===== src/rtl/serial_bus_arbiter_pkg.sv =====
// serial_bus_arb_pkg
//   Shared types for the two-master serial port Wishbone arbiter.
//   arb_state_t : arbiter FSM state (IDLE, BUSY, ABORT)
//   MASTER_0/1  : owner / last-grant identifiers (m0 = CPU data port, m1 = debug/DMA)
package serial_bus_arb_pkg;

  typedef enum logic [1:0] {
    IDLE  = 2'd0,
    BUSY  = 2'd1,
    ABORT = 2'd2
  } arb_state_t;

  localparam logic MASTER_0 = 1'b0;
  localparam logic MASTER_1 = 1'b1;

endpackage


===== src/rtl/serial_bus_arbiter_if.sv =====
// serial_bus_arbiter_if
//   One pipelined Wishbone link.
//   master modport : drives cyc, stb, we, adr, dat_w, sel; receives dat_r, ack, err, rty, stall
//   slave modport  : the mirror image
//   AW/DW/SW       : address, data and byte-select widths
interface serial_bus_arbiter_if #(
  parameter int AW = 32,
  parameter int DW = 32,
  parameter int SW = 4
) ();

  logic          cyc;
  logic          stb;
  logic          we;
  logic [AW-1:0] adr;
  logic [DW-1:0] dat_w;
  logic [SW-1:0] sel;
  logic [DW-1:0] dat_r;
  logic          ack;
  logic          err;
  logic          rty;
  logic          stall;

  modport master (
    output cyc, stb, we, adr, dat_w, sel,
    input  dat_r, ack, err, rty, stall
  );

  modport slave (
    input  cyc, stb, we, adr, dat_w, sel,
    output dat_r, ack, err, rty, stall
  );

endinterface


===== src/rtl/serial_bus_arbiter_rr_pick2.sv =====
// rr_pick2
//   Combinational two-way round-robin pick.
//   req[1:0] in  : request from master 1 / master 0
//   last     in  : id of the master that held the previous grant
//   grant    out : chosen master id (valid only when valid=1)
//   valid    out : at least one request present
module rr_pick2
  import serial_bus_arb_pkg::*;
(
  input  logic [1:0] req,
  input  logic       last,
  output logic       grant,
  output logic       valid
);

  // On a tie the master that did not go last wins.
  always_comb begin
    valid = |req;
    grant = MASTER_0;
    if (req == 2'b11) begin
      grant = ~last;
    end else if (req[1]) begin
      grant = MASTER_1;
    end
  end

endmodule


===== src/rtl/serial_bus_arbiter.sv =====
// serial_bus_arbiter
//   Shares the serial port Wishbone slave between m0 (CPU data port) and m1 (debug/DMA).
//   Round-robin grant held for a whole bus cycle, capped pipeline depth, watchdog abort.
//   clk_bus in : bus clock
//   rst_bus in : synchronous active-high reset
//   m0, m1     : master-side links (arbiter acts as their slave)
//   s          : slave-side link (arbiter acts as its master)
//   MAX_OUT    : max accepted-but-unanswered requests (1..15)
//   TIMEOUT    : silent cycles with requests outstanding before abort (>=2)
module serial_bus_arbiter
  import serial_bus_arb_pkg::*;
#(
  parameter int AW      = 32,
  parameter int DW      = 32,
  parameter int SW      = 4,
  parameter int MAX_OUT = 4,
  parameter int TIMEOUT = 255
) (
  input logic                  clk_bus,
  input logic                  rst_bus,
  serial_bus_arbiter_if.slave  m0,
  serial_bus_arbiter_if.slave  m1,
  serial_bus_arbiter_if.master s
);

  localparam int            WDW        = ($clog2(TIMEOUT) > 8) ? $clog2(TIMEOUT) : 8;
  localparam logic [WDW-1:0] WDOG_LIMIT = WDW'(TIMEOUT - 1);
  localparam logic [3:0]     MAX_OUT_L  = 4'(MAX_OUT);

  arb_state_t     state, state_nx;
  logic           owner, owner_nx;
  logic           last, last_nx;
  logic [3:0]     outstanding, outstanding_nx;
  logic [WDW-1:0] wdog, wdog_nx;

  logic           pick_id, pick_valid;
  logic           own_cyc, own_stb, own_we;
  logic [AW-1:0]  own_adr;
  logic [DW-1:0]  own_dat;
  logic [SW-1:0]  own_sel;
  logic           slave_stb;
  logic           at_cap, accept, resp, resp_counted;

  rr_pick2 u_pick (
    .req   ({m1.cyc, m0.cyc}),
    .last  (last),
    .grant (pick_id),
    .valid (pick_valid)
  );

  always_comb begin
    if (owner == MASTER_1) begin
      own_cyc = m1.cyc;
      own_stb = m1.stb;
      own_we  = m1.we;
      own_adr = m1.adr;
      own_dat = m1.dat_w;
      own_sel = m1.sel;
    end else begin
      own_cyc = m0.cyc;
      own_stb = m0.stb;
      own_we  = m0.we;
      own_adr = m0.adr;
      own_dat = m0.dat_w;
      own_sel = m0.sel;
    end
  end

  assign at_cap = (outstanding == MAX_OUT_L);
  assign accept = slave_stb & ~s.stall;
  assign resp   = s.ack | s.err | s.rty;
  // A response with nothing outstanding is forwarded but not counted.
  assign resp_counted = resp & (outstanding != 4'd0);

  assign s.stb   = slave_stb;
  assign s.we    = own_we;
  assign s.adr   = own_adr;
  assign s.dat_w = own_dat;
  assign s.sel   = own_sel;

  always_ff @(posedge clk_bus) begin
    if (rst_bus) begin
      state       <= IDLE;
      owner       <= MASTER_0;
      last        <= MASTER_1;
      outstanding <= '0;
      wdog        <= '0;
    end else begin
      state       <= state_nx;
      owner       <= owner_nx;
      last        <= last_nx;
      outstanding <= outstanding_nx;
      wdog        <= wdog_nx;
    end
  end

  // Release by the owner takes priority over a watchdog expiry in the same cycle.
  always_comb begin
    state_nx       = state;
    owner_nx       = owner;
    last_nx        = last;
    outstanding_nx = outstanding;
    wdog_nx        = wdog;
    case (state)
      IDLE: begin
        outstanding_nx = '0;
        wdog_nx        = '0;
        if (pick_valid) begin
          owner_nx = pick_id;
          state_nx = BUSY;
        end
      end
      BUSY: begin
        if (accept && !resp_counted) begin
          outstanding_nx = outstanding + 4'd1;
        end else if (!accept && resp_counted) begin
          outstanding_nx = outstanding - 4'd1;
        end
        if ((outstanding == 4'd0) || resp) begin
          wdog_nx = '0;
        end else begin
          wdog_nx = wdog + 1'b1;
        end
        if (!own_cyc) begin
          state_nx       = IDLE;
          last_nx        = owner;
          outstanding_nx = '0;
          wdog_nx        = '0;
        end else if (wdog == WDOG_LIMIT) begin
          state_nx = ABORT;
        end
      end
      ABORT: begin
        state_nx       = IDLE;
        last_nx        = owner;
        outstanding_nx = '0;
        wdog_nx        = '0;
      end
      default: state_nx = IDLE;
    endcase
  end

  // Only the owner sees slave responses, and only while BUSY; late responses after release are swallowed.
  always_comb begin
    s.cyc     = 1'b0;
    slave_stb = 1'b0;
    m0.ack    = 1'b0;
    m0.err    = 1'b0;
    m0.rty    = 1'b0;
    m0.stall  = 1'b1;
    m0.dat_r  = '0;
    m1.ack    = 1'b0;
    m1.err    = 1'b0;
    m1.rty    = 1'b0;
    m1.stall  = 1'b1;
    m1.dat_r  = '0;
    case (state)
      BUSY: begin
        s.cyc     = own_cyc;
        slave_stb = own_cyc & own_stb & ~at_cap;
        if (owner == MASTER_1) begin
          m1.ack   = s.ack;
          m1.err   = s.err;
          m1.rty   = s.rty;
          m1.stall = s.stall | at_cap;
          m1.dat_r = s.dat_r;
        end else begin
          m0.ack   = s.ack;
          m0.err   = s.err;
          m0.rty   = s.rty;
          m0.stall = s.stall | at_cap;
          m0.dat_r = s.dat_r;
        end
      end
      ABORT: begin
        if (owner == MASTER_1) begin
          m1.err = 1'b1;
        end else begin
          m0.err = 1'b1;
        end
      end
      default: ;
    endcase
  end

endmodule


===== src/flat_wrapper.sv =====
// flat-port wrapper written by rule: the top's interface ports become plain ports
module serial_bus_arbiter_flat import serial_bus_arb_pkg::*;
#(
  parameter int AW      = 32,
  parameter int DW      = 32,
  parameter int SW      = 4,
  parameter int MAX_OUT = 4,
  parameter int TIMEOUT = 255
)
  (clk_bus, rst_bus, m0_cyc, m0_stb, m0_we, m0_adr, m0_dat_w, m0_sel, m0_dat_r, m0_ack, m0_err, m0_rty, m0_stall, m1_cyc, m1_stb, m1_we, m1_adr, m1_dat_w, m1_sel, m1_dat_r, m1_ack, m1_err, m1_rty, m1_stall, s_cyc, s_stb, s_we, s_adr, s_dat_w, s_sel, s_dat_r, s_ack, s_err, s_rty, s_stall);
  serial_bus_arbiter_if #(.AW(AW), .DW(DW), .SW(SW)) m0_i ();
  serial_bus_arbiter_if #(.AW(AW), .DW(DW), .SW(SW)) m1_i ();
  serial_bus_arbiter_if #(.AW(AW), .DW(DW), .SW(SW)) s_i ();
  input logic clk_bus;
  input logic rst_bus;
  input wire logic [$bits(m0_i.cyc)-1:0] m0_cyc;
  input wire logic [$bits(m0_i.stb)-1:0] m0_stb;
  input wire logic [$bits(m0_i.we)-1:0] m0_we;
  input wire logic [$bits(m0_i.adr)-1:0] m0_adr;
  input wire logic [$bits(m0_i.dat_w)-1:0] m0_dat_w;
  input wire logic [$bits(m0_i.sel)-1:0] m0_sel;
  output wire logic [$bits(m0_i.dat_r)-1:0] m0_dat_r;
  output wire logic [$bits(m0_i.ack)-1:0] m0_ack;
  output wire logic [$bits(m0_i.err)-1:0] m0_err;
  output wire logic [$bits(m0_i.rty)-1:0] m0_rty;
  output wire logic [$bits(m0_i.stall)-1:0] m0_stall;
  input wire logic [$bits(m1_i.cyc)-1:0] m1_cyc;
  input wire logic [$bits(m1_i.stb)-1:0] m1_stb;
  input wire logic [$bits(m1_i.we)-1:0] m1_we;
  input wire logic [$bits(m1_i.adr)-1:0] m1_adr;
  input wire logic [$bits(m1_i.dat_w)-1:0] m1_dat_w;
  input wire logic [$bits(m1_i.sel)-1:0] m1_sel;
  output wire logic [$bits(m1_i.dat_r)-1:0] m1_dat_r;
  output wire logic [$bits(m1_i.ack)-1:0] m1_ack;
  output wire logic [$bits(m1_i.err)-1:0] m1_err;
  output wire logic [$bits(m1_i.rty)-1:0] m1_rty;
  output wire logic [$bits(m1_i.stall)-1:0] m1_stall;
  output wire logic [$bits(s_i.cyc)-1:0] s_cyc;
  output wire logic [$bits(s_i.stb)-1:0] s_stb;
  output wire logic [$bits(s_i.we)-1:0] s_we;
  output wire logic [$bits(s_i.adr)-1:0] s_adr;
  output wire logic [$bits(s_i.dat_w)-1:0] s_dat_w;
  output wire logic [$bits(s_i.sel)-1:0] s_sel;
  input wire logic [$bits(s_i.dat_r)-1:0] s_dat_r;
  input wire logic [$bits(s_i.ack)-1:0] s_ack;
  input wire logic [$bits(s_i.err)-1:0] s_err;
  input wire logic [$bits(s_i.rty)-1:0] s_rty;
  input wire logic [$bits(s_i.stall)-1:0] s_stall;
  assign m0_i.cyc = m0_cyc;
  assign m0_i.stb = m0_stb;
  assign m0_i.we = m0_we;
  assign m0_i.adr = m0_adr;
  assign m0_i.dat_w = m0_dat_w;
  assign m0_i.sel = m0_sel;
  assign m0_dat_r = m0_i.dat_r;
  assign m0_ack = m0_i.ack;
  assign m0_err = m0_i.err;
  assign m0_rty = m0_i.rty;
  assign m0_stall = m0_i.stall;
  assign m1_i.cyc = m1_cyc;
  assign m1_i.stb = m1_stb;
  assign m1_i.we = m1_we;
  assign m1_i.adr = m1_adr;
  assign m1_i.dat_w = m1_dat_w;
  assign m1_i.sel = m1_sel;
  assign m1_dat_r = m1_i.dat_r;
  assign m1_ack = m1_i.ack;
  assign m1_err = m1_i.err;
  assign m1_rty = m1_i.rty;
  assign m1_stall = m1_i.stall;
  assign s_cyc = s_i.cyc;
  assign s_stb = s_i.stb;
  assign s_we = s_i.we;
  assign s_adr = s_i.adr;
  assign s_dat_w = s_i.dat_w;
  assign s_sel = s_i.sel;
  assign s_i.dat_r = s_dat_r;
  assign s_i.ack = s_ack;
  assign s_i.err = s_err;
  assign s_i.rty = s_rty;
  assign s_i.stall = s_stall;
  serial_bus_arbiter #(.AW(AW), .DW(DW), .SW(SW), .MAX_OUT(MAX_OUT), .TIMEOUT(TIMEOUT)) u_core (.clk_bus(clk_bus), .rst_bus(rst_bus), .m0(m0_i), .m1(m1_i), .s(s_i));
endmodule

===== config.mk =====
export PLATFORM = sky130hd
export DESIGN_NAME = serial_bus_arbiter_flat
export DESIGN_NICKNAME = d
export VERILOG_FILES = /design/src/rtl/serial_bus_arbiter_pkg.sv /design/src/rtl/serial_bus_arbiter_if.sv /design/src/rtl/serial_bus_arbiter_rr_pick2.sv /design/src/rtl/serial_bus_arbiter.sv /design/src/flat_wrapper.sv
export SDC_FILE = /design/constraint.sdc
export NUM_CORES = 1
export LEC_CHECK = 0
export BUFFER_PORTS_ARGS = -buffer_cell sky130_fd_sc_hd__buf_4
export CAP_MARGIN = 20
export CORE_AREA = 2 2 126 128
export DETAILED_ROUTE_END_ITERATION = 10
export DIE_AREA = 0 0 128 130
export PLACE_DENSITY = 0.48
export SLEW_MARGIN = 20
export SYNTH_ARGS = -nofsm -noshare
export SYNTH_HDL_FRONTEND = slang
export SYNTH_SLANG_ARGS = --single-unit

===== constraint.sdc =====
create_clock -name clk_bus -period 2.82 [get_ports clk_bus]
set_input_delay 0.423 -clock clk_bus [delete_from_list [all_inputs] [get_ports clk_bus]]
set_output_delay 0.423 -clock clk_bus [all_outputs]
set_load 0.05 [all_outputs]

==> summary.md <==
| Metric | Value |
|---|---|
| Outcome | complete, no violations |
| Max-Cap Viols | 0 |
| Synth Warn # | 0 |
| Post-route setup TNS | 0 ns |
| Clock Sinks | 16 |
| Final Worst Setup Slack | between 0.2 and 0.25 ns |
| LEAKAGE | ~2.6 nW |
| Ports | around 320 |
| H-tree levels | 1 |
| Core Area | approximately 15,000 um2 |
| CTS hold repair buffers | 0 |
| Critical Path Most Common Cell | inv_1 |
| Slew Viols, Final | 0 |
| Die span in x | 128 um |
| Total Routing Usage GR | between 10% and 20% |
| F_max | roughly 390 MHz |
| Critical Path RT | approximately 3 ns |
| Reg2Reg Depth | 10 |
| Crit path buf inv count | 2 |
| CTS Buf Count | 3 |
| Hold depth | 2 |
| Dpl ws | 0.203 ns |
| Asr flop ratio synth | 0% |
| RSZ-0062 raised after global routing | false |
| Area leader, netlist | mux2_2 |
| Global-route wire length before repair | about 18 mm |
| Layout area overhead | 119% |
| IO buf count | 322 |
| Wire per inst | ~16 um |
| Die Y | around 130 um |
| Final Hold Vio Count | 0 |
| Critical Path Source Type | register |
| Tcrit/Tclk final | ~92% |
| Initial antenna violation count | 0 |
| Fill count | about 1,600 |
| Reg2reg end | u_core.outstanding[2]$_SDFFE_PP0P_ |
| Worst vdd ir | around 220 uV |
| Top FF cell, synth | dfxtp_1 |
| Fin cells | around 780 |
| Die area | roughly 17,000 um2 |
| Hold Crit Class | in -> reg |
| Max Buffers Root-to-Sink | 2 |
| Synthesized area per cell | ~8.3 um2 |
| Setup crit end kind | register |
| Placed cell count | about 780 |
| Worst path cell trace | inv_1, ha_1, and4_1, o211ai_2, nand2b_1, inv_1, fa_1, xor2_1, or4_1, a21oi_1 |
| DP HPWL | ~11 mm |
| Hold wc startpoint | rst_bus |
| Initial DRC Count | 90 |
| Num rows | 46 |
| Final wirelength | ~12 mm |
| Max incr delay on CP | approximately 0.44 ns |
| WS Path Type | reg -> reg |
| Distinct cells, synth | 42 |
| # setup viols final | 0 |
| Remaining Overflow, GRT | 0 |
| DRC Markers | 0 |
| Syn nets | roughly 470 |
| Sequential-to-total area share from yosys stat | between 10 and 15% |
| Pwr dens | around 430 nW/um2 |
| Layout cell share with drive strength beyond 1 | between 60% and 70% |
| Fin crit period | approximately 2.6 ns |
| Most frequent cells in the layout | 326 x buf_4, 70 x mux2_2, 35 x and3_1, 35 x and2_1, 15 x dfxtp_1 |
| Post-synth EDFFs | 0 |
| Most common cell after layout, fill and taps aside | buf_4 |
| Largest cells by area after synthesis | mux2_2 34%, dfxtp_1 14%, and2_1 9.6% |
| Pin count of the biggest net entering global routing | between 100 and 150 |
| Vias in the first global route | approximately 3,200 |
| Worst-Margin Slew | 0.598 ns |
| Mapped cell area | between 2000 and 2500 um2 |
| Worst-path fanout max | 4 |
| Worst reg2reg setup slack | about 0.22 ns |
| Reg2reg start | u_core.state[1]$_SDFFE_PP0P_ |
| Clock transition at path regs | ~0.050 ns |
| Iteration count of the initial detailed-routing pass | 4 |
| Final core occ | 32.5% |
| Post-synth top area share | between 30% and 40% |
| Worst-skew pair later-pin latency | roughly 0.25 ns |
| Hold endpoint | u_core.outstanding[0]$_SDFFE_PP0P_ |
| Starting density of the core | roughly 15% |
| Antenna Violating Nets Remaining | 0 |
| GP Congestion | 0.830 |
| Clk_skew | ~0.0021 ns |
| Number of inserted diodes | 0 |
| Synthesized netlist cell count | between 200 and 300 |
| Via density | 4.26 |
| FF+latch count, synth | 16 |
| Worst endpoint data arrival time | roughly 2.8 ns |
| Slew margin rel. | between 60% and 70% |
| CTS tree | done |
| Final #Nets | around 800 |
| CP top delay family | simple AND/OR/NAND/NOR gates |
| Root Driver | clkbuf_16 |
| Slowest-stage cell, CP | fa_1 |
| Via count | 3,318 |
[cells by family after synthesis]
group	synth area share, %
adder cells (fa/ha/maj)	5.25
multiplexers	34.9
buffers and inverters	4.92
AND/OR/NAND/NOR	30.8
AO/OA/AOI/OAI	7.16
XOR/XNOR	3.06
flip-flops	14.0
[registers in the layout, indices dropped and copies added, names as in the netlist]
register            count
u_core.owner            1
u_core.last             1
u_core.state            2
u_core.outstanding      4
u_core.wdog             8
[cell usage after synthesis (2+ instances only)]
cell type  count
a21oi_1        7
and2_1        35
and3_1        35
clkbuf_1      20
dfxtp_1       16
ha_1           8
inv_1          9
mux2_2        70
nand2_1        7
nand3_1        5
nor2_1        14
nor2b_1        4
nor3b_1        2
o21ai_0        7
or3_1          3
or4_1          3
xnor2_1        3
xor2_1         5
[worst reg2reg max path, cell delays in order, from the launching register on]
cell      delay (ns)
dfxtp_1         0.37
inv_1           0.07
ha_1            0.22
and4_1          0.21
o211ai_2        0.23
nand2b_1        0.20
inv_1           0.08
fa_1            0.44
xor2_1          0.16
or4_1           0.39
a21oi_1         0.15
[what timing repair did]
item | in CTS | in global routing
resized for setup | 0 | 2
setup endpoints to repair | 0 | 1
setup buffers | 0 | 0
[metal layers]
metal / part of all wire, % / track usage (%) / vias to the layer above / wire length, um
li1: - / - / 1601 / -
met1: 37 / 14.9 / 1513 / 4580
met4: 0.70 / 1.23 / 0 / 86
met5: 0 / 0 / - / 0
met2: 53 / 27.1 / 196 / 6560
met3: 9.0 / 2.71 / 8 / 1100
[through the flow]
| stage | hold slack, ns | instance area [um2] | power, mW |
|---|---|---|---|
| final | 0.440 | 5010 | 2.15 |
| after global routing | 0.450 | 5010 | 2.25 |
| after CTS | 0.444 | 5010 | 2.17 |
| after detailed placement | 0.511 | 4920 | 1.86 |
| after global placement | 0.495 | 4920 | 1.85 |
| after floorplan | 0.475 | 2290 | 1.28 |
[worst max path at each step]
stage,startpoint,end,slack [ns],cells past startpoint
floorplan,u_core.state[1]$_SDFFE_PP0P_,m0_err,0.33,5
global placement,s_err,u_core.outstanding[3]$_SDFFE_PP0P_,0.28,10
detailed placement,s_err,u_core.outstanding[3]$_SDFFE_PP0P_,0.20,10
CTS,u_core.state[1]$_SDFFE_PP0P_,u_core.outstanding[2]$_SDFFE_PP0P_,0.22,10
global route,u_core.state[1]$_SDFFE_PP0P_,u_core.outstanding[3]$_SDFFE_PP0P_,0.03,11
finish,u_core.state[1]$_SDFFE_PP0P_,u_core.outstanding[2]$_SDFFE_PP0P_,0.22,10
[area by class of cell]
| type | instances | area, um2 | share of cell area (%) |
|---|---|---|---|
| Tap cell | 192 | 240 | 4.79 |
| Sequential cell | 16 | 324 | 6.47 |
| Clock buffer | 4 | 88.8 | 1.77 |
| Inverter | 9 | 33.8 | 0.674 |
| Multi-Input combinational cell | 231 | 1860 | 37.1 |
| Timing Repair Buffer | 327 | 2470 | 49.2 |
[report_power, final]
part	switching (mW)	internal, mW
Sequential	0.0156	0.243
Clock	0.0901	0.216
Combinational	0.988	0.599
No activity file was read; power rests on OpenSTA's default activity.
